===== config.mk =====
export PLATFORM = sky130hd
export DESIGN_NAME = ysyx_25040111_mem_arb
export DESIGN_NICKNAME = d
export VERILOG_FILES = /design/src/rtl/ysyx_25040111_mem_arb.sv
export SDC_FILE = /design/constraint.sdc
export NUM_CORES = 1
export LEC_CHECK = 0
export BUFFER_PORTS_ARGS = -buffer_cell sky130_fd_sc_hd__buf_2
export CAP_MARGIN = 15
export CORE_AREA = 2 2 134 136
export DETAILED_ROUTE_END_ITERATION = 8
export DIE_AREA = 0 0 136 138
export PLACE_DENSITY = 0.55
export SLEW_MARGIN = 15
export SYNTH_ARGS = -nofsm -noshare
export SYNTH_HDL_FRONTEND = slang
export SYNTH_SLANG_ARGS = --single-unit

===== constraint.sdc =====
create_clock -name clock -period 2.3 [get_ports clock]
set_input_delay 0.115 -clock clock [delete_from_list [all_inputs] [get_ports clock]]
set_output_delay 0.115 -clock clock [all_outputs]
set_load 0.05 [all_outputs]

===== src/rtl/ysyx_25040111_mem_arb.sv =====
// Memory arbiter: NM requesters share one read port and one write port of a
// slave. One transaction is outstanding at a time. The winner is chosen by
// fixed priority or round-robin. The request is latched at grant, so the
// slave side only sees registered request fields.
`timescale 1ns/1ps
module ysyx_25040111_mem_arb #(
  parameter int NM = 2,
  parameter int AW = 32,
  parameter int DW = 32,
  parameter int LW = 8,
  parameter int RR = 1
) (
  input  logic             clock,
  input  logic             reset,
  input  logic [NM-1:0]    m_valid,
  output logic [NM-1:0]    m_ready,
  input  logic [NM-1:0]    m_write,
  input  logic [NM*AW-1:0] m_addr,
  input  logic [NM*DW-1:0] m_wdata,
  input  logic [NM*2-1:0]  m_mask,
  input  logic [NM-1:0]    m_sign,
  input  logic [NM*LW-1:0] m_len,
  output logic [NM-1:0]    m_rbeat,
  output logic [DW-1:0]    m_rdata,
  output logic [NM-1:0]    m_done,
  output logic             m_err,
  output logic             s_rvalid,
  input  logic             s_rready,
  output logic [AW-1:0]    s_raddr,
  output logic [LW-1:0]    s_rlen,
  output logic             s_burst,
  output logic [1:0]       s_rmask,
  output logic             s_rsign,
  input  logic [DW-1:0]    s_rdata,
  input  logic             s_rlast,
  output logic             s_wvalid,
  input  logic             s_wready,
  output logic [AW-1:0]    s_waddr,
  output logic [DW-1:0]    s_wdata,
  output logic [1:0]       s_wmask,
  input  logic             s_err,
  output logic             busy
);
  localparam int GW = (NM > 1) ? $clog2(NM) : 1;

  typedef enum logic [1:0] {IDLE = 2'd0, RD = 2'd1, WR = 2'd2} state_e;

  state_e        state_q, state_d;
  logic [GW-1:0] ptr_q, ptr_d, g_q, g_d;
  logic [AW-1:0] addr_q, addr_d;
  logic [DW-1:0] wdata_q, wdata_d;
  logic [1:0]    mask_q, mask_d;
  logic          sign_q, sign_d;
  logic [LW-1:0] len_q, len_d;
  logic [LW-1:0] beat_q, beat_d;

  logic [GW-1:0] win, hi_win, lo_win;
  logic          hi_found, lo_found, any_req, grant;
  logic [AW-1:0] sel_addr;
  logic [DW-1:0] sel_wdata;
  logic [1:0]    sel_mask;
  logic          sel_sign, sel_write;
  logic [LW-1:0] sel_len;
  logic          rd_fire, rd_last, wr_done;

  // Arbitration: lowest requester at/after ptr wins, else lowest overall.
  // With RR=0 the first search is disabled, giving plain fixed priority.
  always_comb begin
    hi_win    = '0;
    lo_win    = '0;
    hi_found  = 1'b0;
    lo_found  = 1'b0;
    sel_addr  = '0;
    sel_wdata = '0;
    sel_mask  = '0;
    sel_sign  = 1'b0;
    sel_write = 1'b0;
    sel_len   = '0;
    for (int i = NM - 1; i >= 0; i--) begin
      if (m_valid[i]) begin
        lo_found = 1'b1;
        lo_win   = GW'(i);
        if (RR != 0 && GW'(i) >= ptr_q) begin
          hi_found = 1'b1;
          hi_win   = GW'(i);
        end
      end
    end
    win     = hi_found ? hi_win : lo_win;
    any_req = lo_found;
    for (int i = 0; i < NM; i++) begin
      if (win == GW'(i)) begin
        sel_addr  = m_addr[i*AW +: AW];
        sel_wdata = m_wdata[i*DW +: DW];
        sel_mask  = m_mask[i*2 +: 2];
        sel_sign  = m_sign[i];
        sel_write = m_write[i];
        sel_len   = m_len[i*LW +: LW];
      end
    end
  end

  assign grant   = (state_q == IDLE) && any_req;
  assign rd_fire = (state_q == RD) && s_rready;
  assign rd_last = rd_fire && ((beat_q == len_q) || s_rlast);
  assign wr_done = (state_q == WR) && s_wready;

  // State register.
  always_ff @(posedge clock) begin
    if (reset) state_q <= IDLE;
    else       state_q <= state_d;
  end

  // Next state: grant leaves IDLE, final beat / write accept returns to it.
  always_comb begin
    state_d = state_q;
    case (state_q)
      IDLE:    if (any_req) state_d = sel_write ? WR : RD;
      RD:      if (rd_last) state_d = IDLE;
      WR:      if (wr_done) state_d = IDLE;
      default: state_d = IDLE;
    endcase
  end

  // Latched request fields, beat counter and round-robin pointer.
  always_comb begin
    ptr_d   = ptr_q;
    g_d     = g_q;
    addr_d  = addr_q;
    wdata_d = wdata_q;
    mask_d  = mask_q;
    sign_d  = sign_q;
    len_d   = len_q;
    beat_d  = beat_q;
    if (grant) begin
      g_d     = win;
      addr_d  = sel_addr;
      wdata_d = sel_wdata;
      mask_d  = sel_mask;
      sign_d  = sel_sign;
      len_d   = sel_len;
      beat_d  = '0;
      if (RR != 0) ptr_d = (win == GW'(NM - 1)) ? '0 : win + 1'b1;
    end
    if (rd_fire) beat_d = rd_last ? '0 : beat_q + 1'b1;
  end

  // Datapath registers; reset clears every latched field.
  always_ff @(posedge clock) begin
    if (reset) begin
      ptr_q   <= '0;
      g_q     <= '0;
      addr_q  <= '0;
      wdata_q <= '0;
      mask_q  <= '0;
      sign_q  <= 1'b0;
      len_q   <= '0;
      beat_q  <= '0;
    end else begin
      ptr_q   <= ptr_d;
      g_q     <= g_d;
      addr_q  <= addr_d;
      wdata_q <= wdata_d;
      mask_q  <= mask_d;
      sign_q  <= sign_d;
      len_q   <= len_d;
      beat_q  <= beat_d;
    end
  end

  // Outputs: everything is held at zero while reset is high, including the
  // first reset cycle when the state register still holds RD/WR.
  always_comb begin
    m_ready  = '0;
    m_rbeat  = '0;
    m_rdata  = '0;
    m_done   = '0;
    m_err    = 1'b0;
    s_rvalid = 1'b0;
    s_wvalid = 1'b0;
    s_raddr  = '0;
    s_rlen   = '0;
    s_burst  = 1'b0;
    s_rmask  = '0;
    s_rsign  = 1'b0;
    s_waddr  = '0;
    s_wdata  = '0;
    s_wmask  = '0;
    busy     = 1'b0;
    if (!reset) begin
      s_raddr = addr_q;
      s_rlen  = len_q;
      s_burst = (len_q != '0);
      s_rmask = mask_q;
      s_rsign = sign_q;
      s_waddr = addr_q;
      s_wdata = wdata_q;
      s_wmask = mask_q;
      busy    = (state_q != IDLE);
      for (int i = 0; i < NM; i++) begin
        m_ready[i] = grant && (win == GW'(i));
        m_rbeat[i] = rd_fire && (g_q == GW'(i));
        m_done[i]  = (rd_last || wr_done) && (g_q == GW'(i));
      end
      if (state_q == RD) begin
        s_rvalid = 1'b1;
        m_rdata  = s_rdata;
      end
      if (state_q == WR) s_wvalid = 1'b1;
      if (rd_last || wr_done) m_err = s_err;
    end
  end
endmodule


* After elaboration in Yosys (flattened, before gate mapping)
Cells that the tools add are included.
Widths: inputs -> output; s select.
** Storage, ports and cells
- Bits in writable memories :: 0
- Memories :: 0
- Output and inout port bits :: 152
- Bits in registers :: 87
- Logic and storage cells :: 81
- Bits in latches :: 0
- Bits of input ports :: 192
- ROM bits :: 0
** Operators by class
- Div/mod/pow operators :: 0
- Bitwise operators :: 2
- Add/sub/neg operators :: 2
- Shift operators :: 0
- Reductions and logical operators :: 17
- Mux-type cells :: 43
- Equality and inequality tests :: 6
- $mul :: 0
- $lt $le $gt $ge :: 2
** Operator list (number)
- $mux 32 :: 6
- $mux 8 :: 5
- $mux 1 :: 22
- $mux 2 :: 9
- $logic_and 1x1->1 :: 10
- $add 8x1->8 const B :: 1
- $eq 8x8->1 :: 1
- $reduce_bool 8->1 :: 1
- $ne 2x2->1 const B :: 3
- $pmux 2 s3 :: 1
- $reduce_bool 2->1 :: 2
- $reduce_and 3->1 :: 1
- $eq 2x1->1 const B :: 1
- $eq 2x2->1 const B :: 1
- $ge 1x1->1 const A :: 2
- $logic_not 2->1 :: 1
- $logic_or 1x1->1 :: 2
- $not 1->1 :: 2
- $add 1x1->1 const B :: 1

* Longest topological paths before layout
- Depth in word-level cells :: 10
- Mapped depth :: 8
- Gate-level depth less buffers :: 5

* Worst setup path before layout
OpenSTA, ideal clock, no wires.
- Kind :: register to output
- Start :: register beat_q[3]
- End :: output port m_err
- Arrival time :: 2396 ps
- Slack :: -211 ps
- Path buffers :: 0
- Cell stages (with the launch flop) :: 6
- Data required time :: 2185 ps
- Cell sequence :: dfxtp_1 > xor2_1 > nor4_1 > a21oi_1 > a2bb2oi_1 > nor3b_1
** On the way
- Longest elaborated chain between the ends :: 6
** RTL lines
- start, declared :: line 55 : logic [LW-1:0] beat_q, beat_d;
- start signal, assigned :: line 167 : beat_q <= beat_d;
- $eq 8x8->1 :: line 105 : assign rd_last = rd_fire && ((beat_q == len_q) || s_rlast);
- $logic_or 1x1->1 :: line 105
- $logic_and 1x1->1 :: line 105
- $logic_or 1x1->1 :: line 210 : if (rd_last || wr_done) m_err = s_err;
- $mux 1 :: line 210
- $mux 1 :: line 190 : if (!reset) begin
- end, declared :: line 26 : output logic m_err,
Every way passes these cells.

* Final worst setup path
- Start :: register beat_q[5]
- End :: output port m_err
The elaborated chain is that of the path after synthesis.

==> run metrics <==
worst hold margin=0.0115 ns; Worst Setup End Kind=output pin; fill count=1,784; clock sink total=87; Syn Area/Cell=9.02 um2; Netlist cell types=33; PwrDens=690 nW/um2; core area=17,500 um2; Net Count, Synth=701; port bufs=343; largest net degree at the start of global routing=58; adder-cell area share of the yosys netlist=0.273%; family with the most delay on the worst path=simple AND/OR/NAND/NOR gates; DRC viols=0; Core Rows=49; crit start category=flop; CP Max Fanout=5; RePlAce Congestion=0.745; clk root buf=clkbuf_16; Max Clock Freq=462 MHz; crit path DAT=2.05 ns; Global Route met3 Usage=4.47%; Buf/Inv on CP=1; slowest stage delay, CP=0.38 ns; Synth Area in Compound Gates=20.1%; dpl cell area=6260 um2; vias in the first global route=5,075; Inserted Clock Buffers=9; GRT Util Overall=17.3%; WL final=16,900 um; worst slew pin tran=1.12 ns; commonest non-fill, non-tap cell in the layout=buf_2; antenna-violating nets left=0; Critical Path Stages=6; ys async rst share=0%; Skew-Pair Late Insertion Delay=0.34 ns; 1st-pass router iterations=8; Static Leak=3.79 nW; max-slew violation count=0; Vias/cell=4.61; most frequent cells in the layout=buf_2, dlygate4sd3_1, dfxtp_1, nor2b_1, and2_1; Final Skew=0.00541 ns; share of cells above drive strength 1=42.8%; EDFF count, synth=0; multi-input logic area=2420 um2; Hold Violations, Final=0; dpl ws=0.263 ns; DP Wirelength=11,700 um; Worst Reg-to-Reg Cells=4; first-pass GRT wire length=25,900 um; height of the die=138 um; post-synthesis xor/xnor area fraction=1.53%; Tcrit/Tclk final=94.1%; worst hold path class=in2reg; routed vias=5,187; Fin Setup TNS=0 ns; Power Total=5.16 mW; largest family of logic cells by synthesized area=simple AND/OR/NAND/NOR gates; CTS tree=built; fraction of synthesized area in multiplexers=0.218%; CTS max path bufs=2; outcome=finished clean; initial core utilization=26.1%; simple-gate area share of the yosys netlist=29.3%; Yosys reg bits=87; H-Tree Depth=3; met1 Usage GRT=21.1%; cell breakdown of the critical path=xor2_1 > nor4_2 > a21oi_1 > a2bb2oi_1 > nor3b_2 > clkbuf_4; grt total ovfl=0; register area=1740 um2; global route hottest layer=met2; Die W=136 um; initial antenna violation count=1; worst setup margin=0.137 ns; worst vdd ir=0.522 mV; Syn Inst Count=508; Finished Cell Area=7480 um2; Syn-to-layout area delta=63.2%; Nets=1,083; Max stage delay cell, worst path=nor4_2; drt wl/cell=15.0 um; sequential fraction of the synthesis area=38.0%; endpoints failing setup=0; Yosys warning count=0; ys flop type=dfxtp_1; Final min period=2.16 ns; IO Count=344; Max-cap violations=0; Req. time, crit path=2.18 ns; Hold Path Depth=2; grt met2 use=29.5%; Cell Area, Synth=4580 um2; CP Class=reg2out; Worst-path clk slew=0.07 ns; initial drt markers=323; worst relative slew slack=25.2%; die area=18,800 um2
-- flip-flops by register name (all words and copies together) (netlist names) --
name	count
addr_q	32
g_q	1
beat_q	8
ptr_q	1
len_q	8
wdata_q	32
mask_q	2
state_q	2
sign_q	1
-- path summary, 6_finish.rpt --
check / end / from / slack [ns]
setup / recovery: m_err / beat_q[5] / 0.14
hold / removal: addr_q[2] / m_addr[2] / 0.01
setup reg to reg: wdata_q[13] / state_q[0] / 0.26
hold reg to reg: ptr_q / ptr_q / 0.49
-- cell usage after synthesis (all sizes together) (7+ instances only) --
master / count / area, um2
dfxtp: 87 / 1740
nor2b: 80 / 500
and2: 77 / 482
buf: 51 / 387
a221o: 44 / 440
nor2: 33 / 124
a222oi: 25 / 250
clkbuf: 24 / 90.1
nand2: 14 / 52.6
nand2b: 8 / 50.1
xor2: 8 / 70.1
a22oi: 7 / 52.6
-- per-layer routing --
layer | wire length, um | up-vias
met1 | 7220 | 2410
met2 | 8150 | 212
li1 | - | 2547
met3 | 1230 | 18
met5 | 0 | -
met4 | 269 | 0
-- repair_timing --
action                                  4_1_cts  5_1_grt
endpoints found under the setup margin        3        3
gates resized for setup                       2        1
hold buffers                                 89        0
hold endpoints to repair                     50        0
pin swaps                                     0        2
setup buffers                                 0        2
-- final cells by class --
type | count | share of cell area, %
diodes | 1 | 0.0335
clock buffers | 11 | 3.38
clock inverters | 5 | 0.535
inverters | 2 | 0.100
multi-input cells | 344 | 32.3
flip-flops and latches | 87 | 23.3
well taps | 229 | 3.83
repair buffers | 446 | 36.5
-- power breakdown --
group          switching (mW)  internal (mW)  leakage, nW
Sequential             0.0789           1.69        0.716
Clock                   0.656          0.800        0.135
Combinational            1.24          0.691         2.94
-- worst reg2reg max path: cells and delay by family (launching register included) --
family           cells  cell delay [ns]
AND/OR/NAND/NOR      2             1.22
AO/OA/AOI/OAI        2             0.40
flip-flops           1             0.36
-- cells by family after synthesis --
family                     count (synthesis)
and+or+nand+nor                          232
AOI/OAI and AO/OA                        102
DFF                                       87
buffers and inverters                     77
xor gates and xnor gates                   8
muxes                                      1
adders and majority gates                  1
-- per-stage QoR --
step	instances	util, %
6_report	1125	42.7
3_5_place_dp	1017	35.7
5_1_grt	1124	42.7
3_3_place_gp	1017	35.7
4_1_cts	1122	42.6
2_1_floorplan	508	-
No activity file was read; power rests on OpenSTA's default activity.
